`src/rtl/ysyx_23060025_icache.sv`:
```
// Direct-mapped I-cache: hits answer 1 cycle after the request, misses refill a whole line by AXI INCR burst.
// Backpressure: fetch holds psel until pready; AR held until arready; R beats consumed only when rvalid.
module ysyx_23060025_icache #(
    parameter int ADDR_WIDTH  = 32,
    parameter int DATA_WIDTH  = 32,
    parameter int INDEX_BITS  = 4,
    parameter int OFFSET_BITS = 4
) (
    input  logic                  clock,
    input  logic                  reset,
    input  logic                  in_psel,
    input  logic [ADDR_WIDTH-1:0] in_paddr,
    output logic                  in_pready,
    output logic [DATA_WIDTH-1:0] in_prdata,
    input  logic                  fencei_i,
    output logic                  m_arvalid,
    input  logic                  m_arready,
    output logic [ADDR_WIDTH-1:0] m_araddr,
    output logic [7:0]            m_arlen,
    output logic [2:0]            m_arsize,
    output logic [1:0]            m_arburst,
    input  logic                  m_rvalid,
    output logic                  m_rready,
    input  logic [DATA_WIDTH-1:0] m_rdata,
    input  logic [1:0]            m_rresp,
    input  logic                  m_rlast,
    output logic                  hit_o,
    output logic                  miss_o
);
    localparam int TAG_BITS  = ADDR_WIDTH - INDEX_BITS - OFFSET_BITS;
    localparam int WOFF_BITS = OFFSET_BITS - 2;
    localparam int LINES     = 1 << INDEX_BITS;
    localparam int WORDS     = 1 << WOFF_BITS;

    typedef enum logic [1:0] {IDLE, AR, REFILL, RESP} state_t;
    state_t state, state_nxt;

    logic [LINES-1:0]      valid;
    logic [TAG_BITS-1:0]   tag_arr  [LINES];
    logic [DATA_WIDTH-1:0] data_arr [LINES][WORDS];

    logic [ADDR_WIDTH-1:0] req_addr;
    logic [WOFF_BITS-1:0]  beat_cnt;
    logic [DATA_WIDTH-1:0] resp_word;
    logic                  err_flag;
    logic                  fence_pending;

    logic [INDEX_BITS-1:0] in_idx, req_idx;
    logic [TAG_BITS-1:0]   in_tag, req_tag;
    logic [WOFF_BITS-1:0]  in_woff, req_woff;

    assign in_idx   = in_paddr[OFFSET_BITS +: INDEX_BITS];
    assign in_tag   = in_paddr[ADDR_WIDTH-1 -: TAG_BITS];
    assign in_woff  = in_paddr[OFFSET_BITS-1:2];
    assign req_idx  = req_addr[OFFSET_BITS +: INDEX_BITS];
    assign req_tag  = req_addr[ADDR_WIDTH-1 -: TAG_BITS];
    assign req_woff = req_addr[OFFSET_BITS-1:2];

    assign m_arlen   = 8'(WORDS - 1);
    assign m_arsize  = 3'b010;
    assign m_arburst = 2'b01;

    logic unused_addr_bits;
    assign unused_addr_bits = ^{in_paddr[1:0], req_addr[1:0]};

    logic take, lookup_hit, ar_fire, r_fire, r_last_fire, beat_is_req, line_ok;

    always_ff @(posedge clock) begin
        if (reset) state <= IDLE;
        else       state <= state_nxt;
    end

    // A fence in the same cycle as a lookup forces the miss path.
    always_comb begin
        state_nxt   = state;
        take        = 1'b0;
        lookup_hit  = 1'b0;
        ar_fire     = 1'b0;
        r_fire      = 1'b0;
        r_last_fire = 1'b0;
        case (state)
            IDLE: begin
                take       = in_psel && !in_pready;
                lookup_hit = valid[in_idx] && (tag_arr[in_idx] == in_tag) && !fencei_i;
                if (take && !lookup_hit) state_nxt = AR;
            end
            AR: begin
                ar_fire = m_arvalid && m_arready;
                if (ar_fire) state_nxt = REFILL;
            end
            REFILL: begin
                r_fire      = m_rvalid && m_rready;
                r_last_fire = r_fire && m_rlast;
                if (r_last_fire) state_nxt = RESP;
            end
            RESP:    state_nxt = IDLE;
            default: state_nxt = IDLE;
        endcase
    end

    assign beat_is_req = (beat_cnt == req_woff);
    assign line_ok     = !err_flag && (m_rresp == 2'b00) && !fence_pending && !fencei_i;

    always_ff @(posedge clock) begin
        if (reset) begin
            valid         <= '0;
            in_pready     <= 1'b0;
            in_prdata     <= '0;
            hit_o         <= 1'b0;
            miss_o        <= 1'b0;
            m_arvalid     <= 1'b0;
            m_araddr      <= '0;
            m_rready      <= 1'b0;
            req_addr      <= '0;
            beat_cnt      <= '0;
            resp_word     <= '0;
            err_flag      <= 1'b0;
            fence_pending <= 1'b0;
        end else begin
            in_pready <= 1'b0;
            hit_o     <= 1'b0;
            miss_o    <= 1'b0;
            if (take && lookup_hit) begin
                in_pready <= 1'b1;
                in_prdata <= data_arr[in_idx][in_woff];
                hit_o     <= 1'b1;
            end
            if (take && !lookup_hit) begin
                req_addr  <= in_paddr;
                miss_o    <= 1'b1;
                m_arvalid <= 1'b1;
                m_araddr  <= {in_tag, in_idx, {OFFSET_BITS{1'b0}}};
            end
            if (ar_fire) begin
                m_arvalid <= 1'b0;
                m_rready  <= 1'b1;
                beat_cnt  <= '0;
                err_flag  <= 1'b0;
            end
            if (r_fire) begin
                beat_cnt <= beat_cnt + WOFF_BITS'(1);
                if (m_rresp != 2'b00) err_flag <= 1'b1;
                if (beat_is_req) resp_word <= m_rdata;
            end
            // The requested word may arrive on the last beat itself, so bypass resp_word then.
            if (r_last_fire) begin
                m_rready  <= 1'b0;
                in_pready <= 1'b1;
                in_prdata <= beat_is_req ? m_rdata : resp_word;
            end
            if (state == RESP) fence_pending <= 1'b0;
            if (fencei_i && (state == AR || state == REFILL)) fence_pending <= 1'b1;
            if (fencei_i)         valid          <= '0;
            else if (r_last_fire) valid[req_idx] <= line_ok;
        end
    end

    always_ff @(posedge clock) begin
        if (!reset && r_fire)      data_arr[req_idx][beat_cnt] <= m_rdata;
        if (!reset && r_last_fire) tag_arr[req_idx]            <= req_tag;
    end
endmodule

```
`config.mk`:
```
export PLATFORM = sky130hd
export DESIGN_NAME = ysyx_23060025_icache
export DESIGN_NICKNAME = d
export VERILOG_FILES = /design/src/rtl/ysyx_23060025_icache.sv
export SDC_FILE = /design/constraint.sdc
export NUM_CORES = 2
export LEC_CHECK = 0
export BUFFER_PORTS_ARGS = -buffer_cell sky130_fd_sc_hd__buf_2
export CORE_MARGIN = 4
export CORE_UTILIZATION = 30
export DETAILED_ROUTE_END_ITERATION = 16
export PLACE_DENSITY = 0.49
export SLEW_MARGIN = 20
export SYNTH_ARGS = -nofsm -noshare
export SYNTH_HDL_FRONTEND = slang
export SYNTH_SLANG_ARGS = --single-unit
```
`constraint.sdc`:
```
create_clock -name clock -period 7.56 [get_ports clock]
set_input_delay 1.134 -clock clock [delete_from_list [all_inputs] [get_ports clock]]
set_output_delay 1.134 -clock clock [all_outputs]
set_load 0.02 [all_outputs]
```
==> summary.md <==
| Metric | Value |
|---|---|
| Status | `finished clean` |
| Fill cell count | `30200` |
| Fin crit share | `63.0%` |
| Final Instance Area | `0.114 mm²` |
| Critical Path AT | `5460 ps` |
| Synth cell types | `68` |
| Sink Count | `between 2000 and 3000` |
| Type of the worst min-delay path | `flip-flop to flip-flop` |
| Placed Area | `0.106 mm²` |
| Worst endpoint required time | `8260 ps` |
| Synthesized flop and latch total | `around 2600` |
| # nets final | `between 4000 and 5000` |
| Cell count after placement | `8799` |
| Io pins | `155` |
| CTS Root Cell | `clkbuf_16` |
| Slew Viols, Final | `0` |
| Overall routing resource usage | `15.4%` |
| CTS clk-pin slew, worst paths | `60 ps` |
| Die footprint | `0.340 mm²` |
| Pwr per Cell Area | `264 mW/mm²` |
| Final HPWL DP | `about 150000 µm` |
| DR iter-0 viols | `~4500` |
| Grt ovf | `0` |
| Clk_skew | `between 70 and 80 ps` |
| Non-Filler Instances | `9296` |
| Final Critical Period | `4760 ps` |
| Worst Max-Slew Pin Slew | `1200 ps` |
| CTS tree | `yes` |
| WL final | `267000 µm` |
| Worst path cell trace | `buf_8 -> buf_4 -> buf_4 -> mux4_2 -> mux4_2 -> mux4_2 -> nor4_1 -> a2111oi_2` |
| Number of synthesized flops with an enable pin | `2432` |
| Buffers on Ports | `135` |
| Synth Warn # | `0` |
| Crit Path Max Fanout | `73` |
| Sequential share of the synthesized area | `roughly 76%` |
| Worst path max stage delay | `approximately 770 ps` |
| RSZ-0062 raised after global routing | `false` |
| Avg WL per Cell | `28.7 µm` |
| Die W | `583 µm` |
| GP Congestion | `0.773` |
| Asr flop ratio synth | `0%` |
| Predominant post-synthesis flop cell | `edfxtp_1` |
| Headroom to the max-slew limit | `20.1%` |
| Die H | `roughly 600 µm` |
| Post-Syn Area | `0.0992 mm²` |
| Area share of the largest cell type after synthesis | `73.6%` |
| P_leak | `35.0 nW` |
| Avg Inst Size Synth | `22.4 µm²` |
| TNS Setup | `0 ps` |
| First-pass GRT wire length | `377000 µm` |
| Syn Inst Count | `4436` |
| Peak VDD IR | `0.161 mV` |
| Clock Path Buffers | `4` |
| Resized cells post-CTS | `0` |
| Initial antenna violation count | `27` |
| Area Overhead vs Synth | `15.4%` |
| Max-cap viol count | `0` |
| TritonRoute pass-1 iters | `5` |
| DRC viols | `0` |
| Startpoint Class | `primary input` |
| Later-pin clock latency in the skew report | `~860 ps` |
| CP max stage cell | `buf_4` |
| Setup crit end kind | `flip-flop` |
| Largest net degree at the start of global routing | `109` |
| Antenna-violating nets left | `0` |
| Row count | `210` |
| Fmax | `210 MHz` |
| Via count | `46900` |
| Setup-failing EPs final | `0` |
| Vias per inst | `5.04` |
| Post-CTS Repair Setup Buffers | `0` |
| Initial core utilization | `between 30 and 40%` |
| Fin. Hold Viols | `0` |
| Crit path kind | `primary input to flip-flop` |
| Synth area leader | `edfxtp_1` |
| Core outline area | `0.328 mm²` |
| Layout cells sized above 1 | `between 30% and 40%` |
| Via count of the first global-routing pass | `48600` |
| CTS buffer count | `279` |
| Critical Path Most Common Cell | `mux4_2` |
| Hold buffers post-CTS | `0` |
| H-Tree Depth | `5` |
| Largest cells by area after synthesis | `edfxtp_1 (74%), mux4_2 (17%), dfxtp_1 (2.4%)` |
synth_stat cells (5+ instances only):
cell / instances
a2111oi_2: 28
a211oi_1: 39
a21oi_1: 57
a22oi_1: 8
and2_1: 5
buf_1: 10
buf_2: 69
buf_4: 53
buf_6: 13
clkbuf_1: 159
dfxtp_1: 121
edfxtp_1: 2432
ha_1: 8
inv_1: 7
mux2_2: 12
mux2i_1: 62
mux4_2: 748
nand2_1: 112
nand2b_1: 38
nand3_1: 13
nand4_1: 17
nand4bb_1: 25
nor2_1: 145
nor2b_1: 46
nor3_1: 6
nor4_1: 32
o21ai_0: 26
o21ai_1: 31
o22ai_1: 6
or4b_1: 5
xnor2_1: 13
xor2_1: 14
sequential cells by signal, indices dropped and copies added, names as in the netlist, 2 cells and up:
name	cells
beat_cnt	2
tag_arr	384
valid	16
in_prdata	32
state	2
data_arr	2048
req_addr	30
resp_word	32
final cells by class:
class,count,area (µm²),area share (%)
Sequential cell,2553,75500,65.9
Timing Repair Buffer,306,2180,1.91
Tap cell,4346,5440,4.75
Antenna cell,10,25.0,0.0219
Clock inverter,120,867,0.757
Multi-Input combinational cell,1584,22900,20.0
Inverter,10,45.0,0.0393
Clock buffer,367,7560,6.61
worst paths after layout:
path,startpoint,to,slack [ps],cells after the start
max,in_paddr[5],in_prdata[6]$_SDFFE_PP0P_,2800,8
max reg2reg,state[0]$_SDFFE_PP0P_,tag_arr[4][0]$_DFFE_PP_,3480,9
min,resp_word[1]$_SDFFE_PP0P_,resp_word[1]$_SDFFE_PP0P_,450,2
min reg2reg,resp_word[1]$_SDFFE_PP0P_,resp_word[1]$_SDFFE_PP0P_,450,2
cell families (layout without fill, tap and decap cells):
family	count (synthesis)	count (layout)	share of synthesized area [%]
compound gates	238	238	1.77
xor+xnor	27	27	0.238
fa+ha+maj	8	8	0.101
buf+inv	314	803	1.57
flops	2553	2553	76.0
mux	826	826	17.8
other cells	2	27	0.00757
simple gates	468	468	2.49
per-stage QoR:
stage | power (W) | utilization, % | worst slack (ps) | hold slack (ps)
after floorplan | 0.0170 | - | 3190 | 432
after global placement | 0.0177 | 32.3 | 1920 | 445
after detailed placement | 0.0178 | 32.3 | 1820 | 442
after CTS | 0.0306 | 34.9 | 2740 | 449
after global routing | 0.0313 | 34.9 | 2470 | 469
final | 0.0302 | 34.9 | 2800 | 450
placed cells by master, fill, tap and decap left out, types with 28 or more instances in the layout:
cell,count
clkbuf_16,286
a2111oi_2,28
nor2_4,81
nand2_1,110
edfxtp_1,2432
o21ai_1,31
a211oi_1,39
clkinv_1,60
buf_2,127
buf_4,161
nor2b_1,45
clkbuf_1,71
clkinv_2,35
nand2b_1,38
dfxtp_1,121
mux2i_1,62
nor2_1,64
nor4_1,32
a21oi_1,57
mux4_2,748
per-layer routing:
layer	up-vias	GRT usage, %	share of wire, %	wire length [µm]
li1	19400	-	-	-
met4	6	3.46	2.1	5710
met2	1339	25.4	49	130000
met1	25800	21.4	44	116000
met3	394	2.71	5.6	14900
met5	-	0	0.011	28
where the power goes:
part,internal [W],total (W),switching (W),leakage [nW]
Clock,0.00740,0.0128,0.00539,4.12
Sequential,0.0156,0.0158,0.000149,22.9
Combinational,0.000610,0.00168,0.00107,7.91
Total,0.0236,0.0302,0.00661,35.0
worst max-delay path, delay by kind of cell:
family / cells / cell delay, ps
AOI/OAI and AO/OA: 1 / 100
and+or+nand+nor: 1 / 410
muxes: 3 / 1520
buffers and inverters: 3 / 2040
Power figures use the tool's default switching activity.
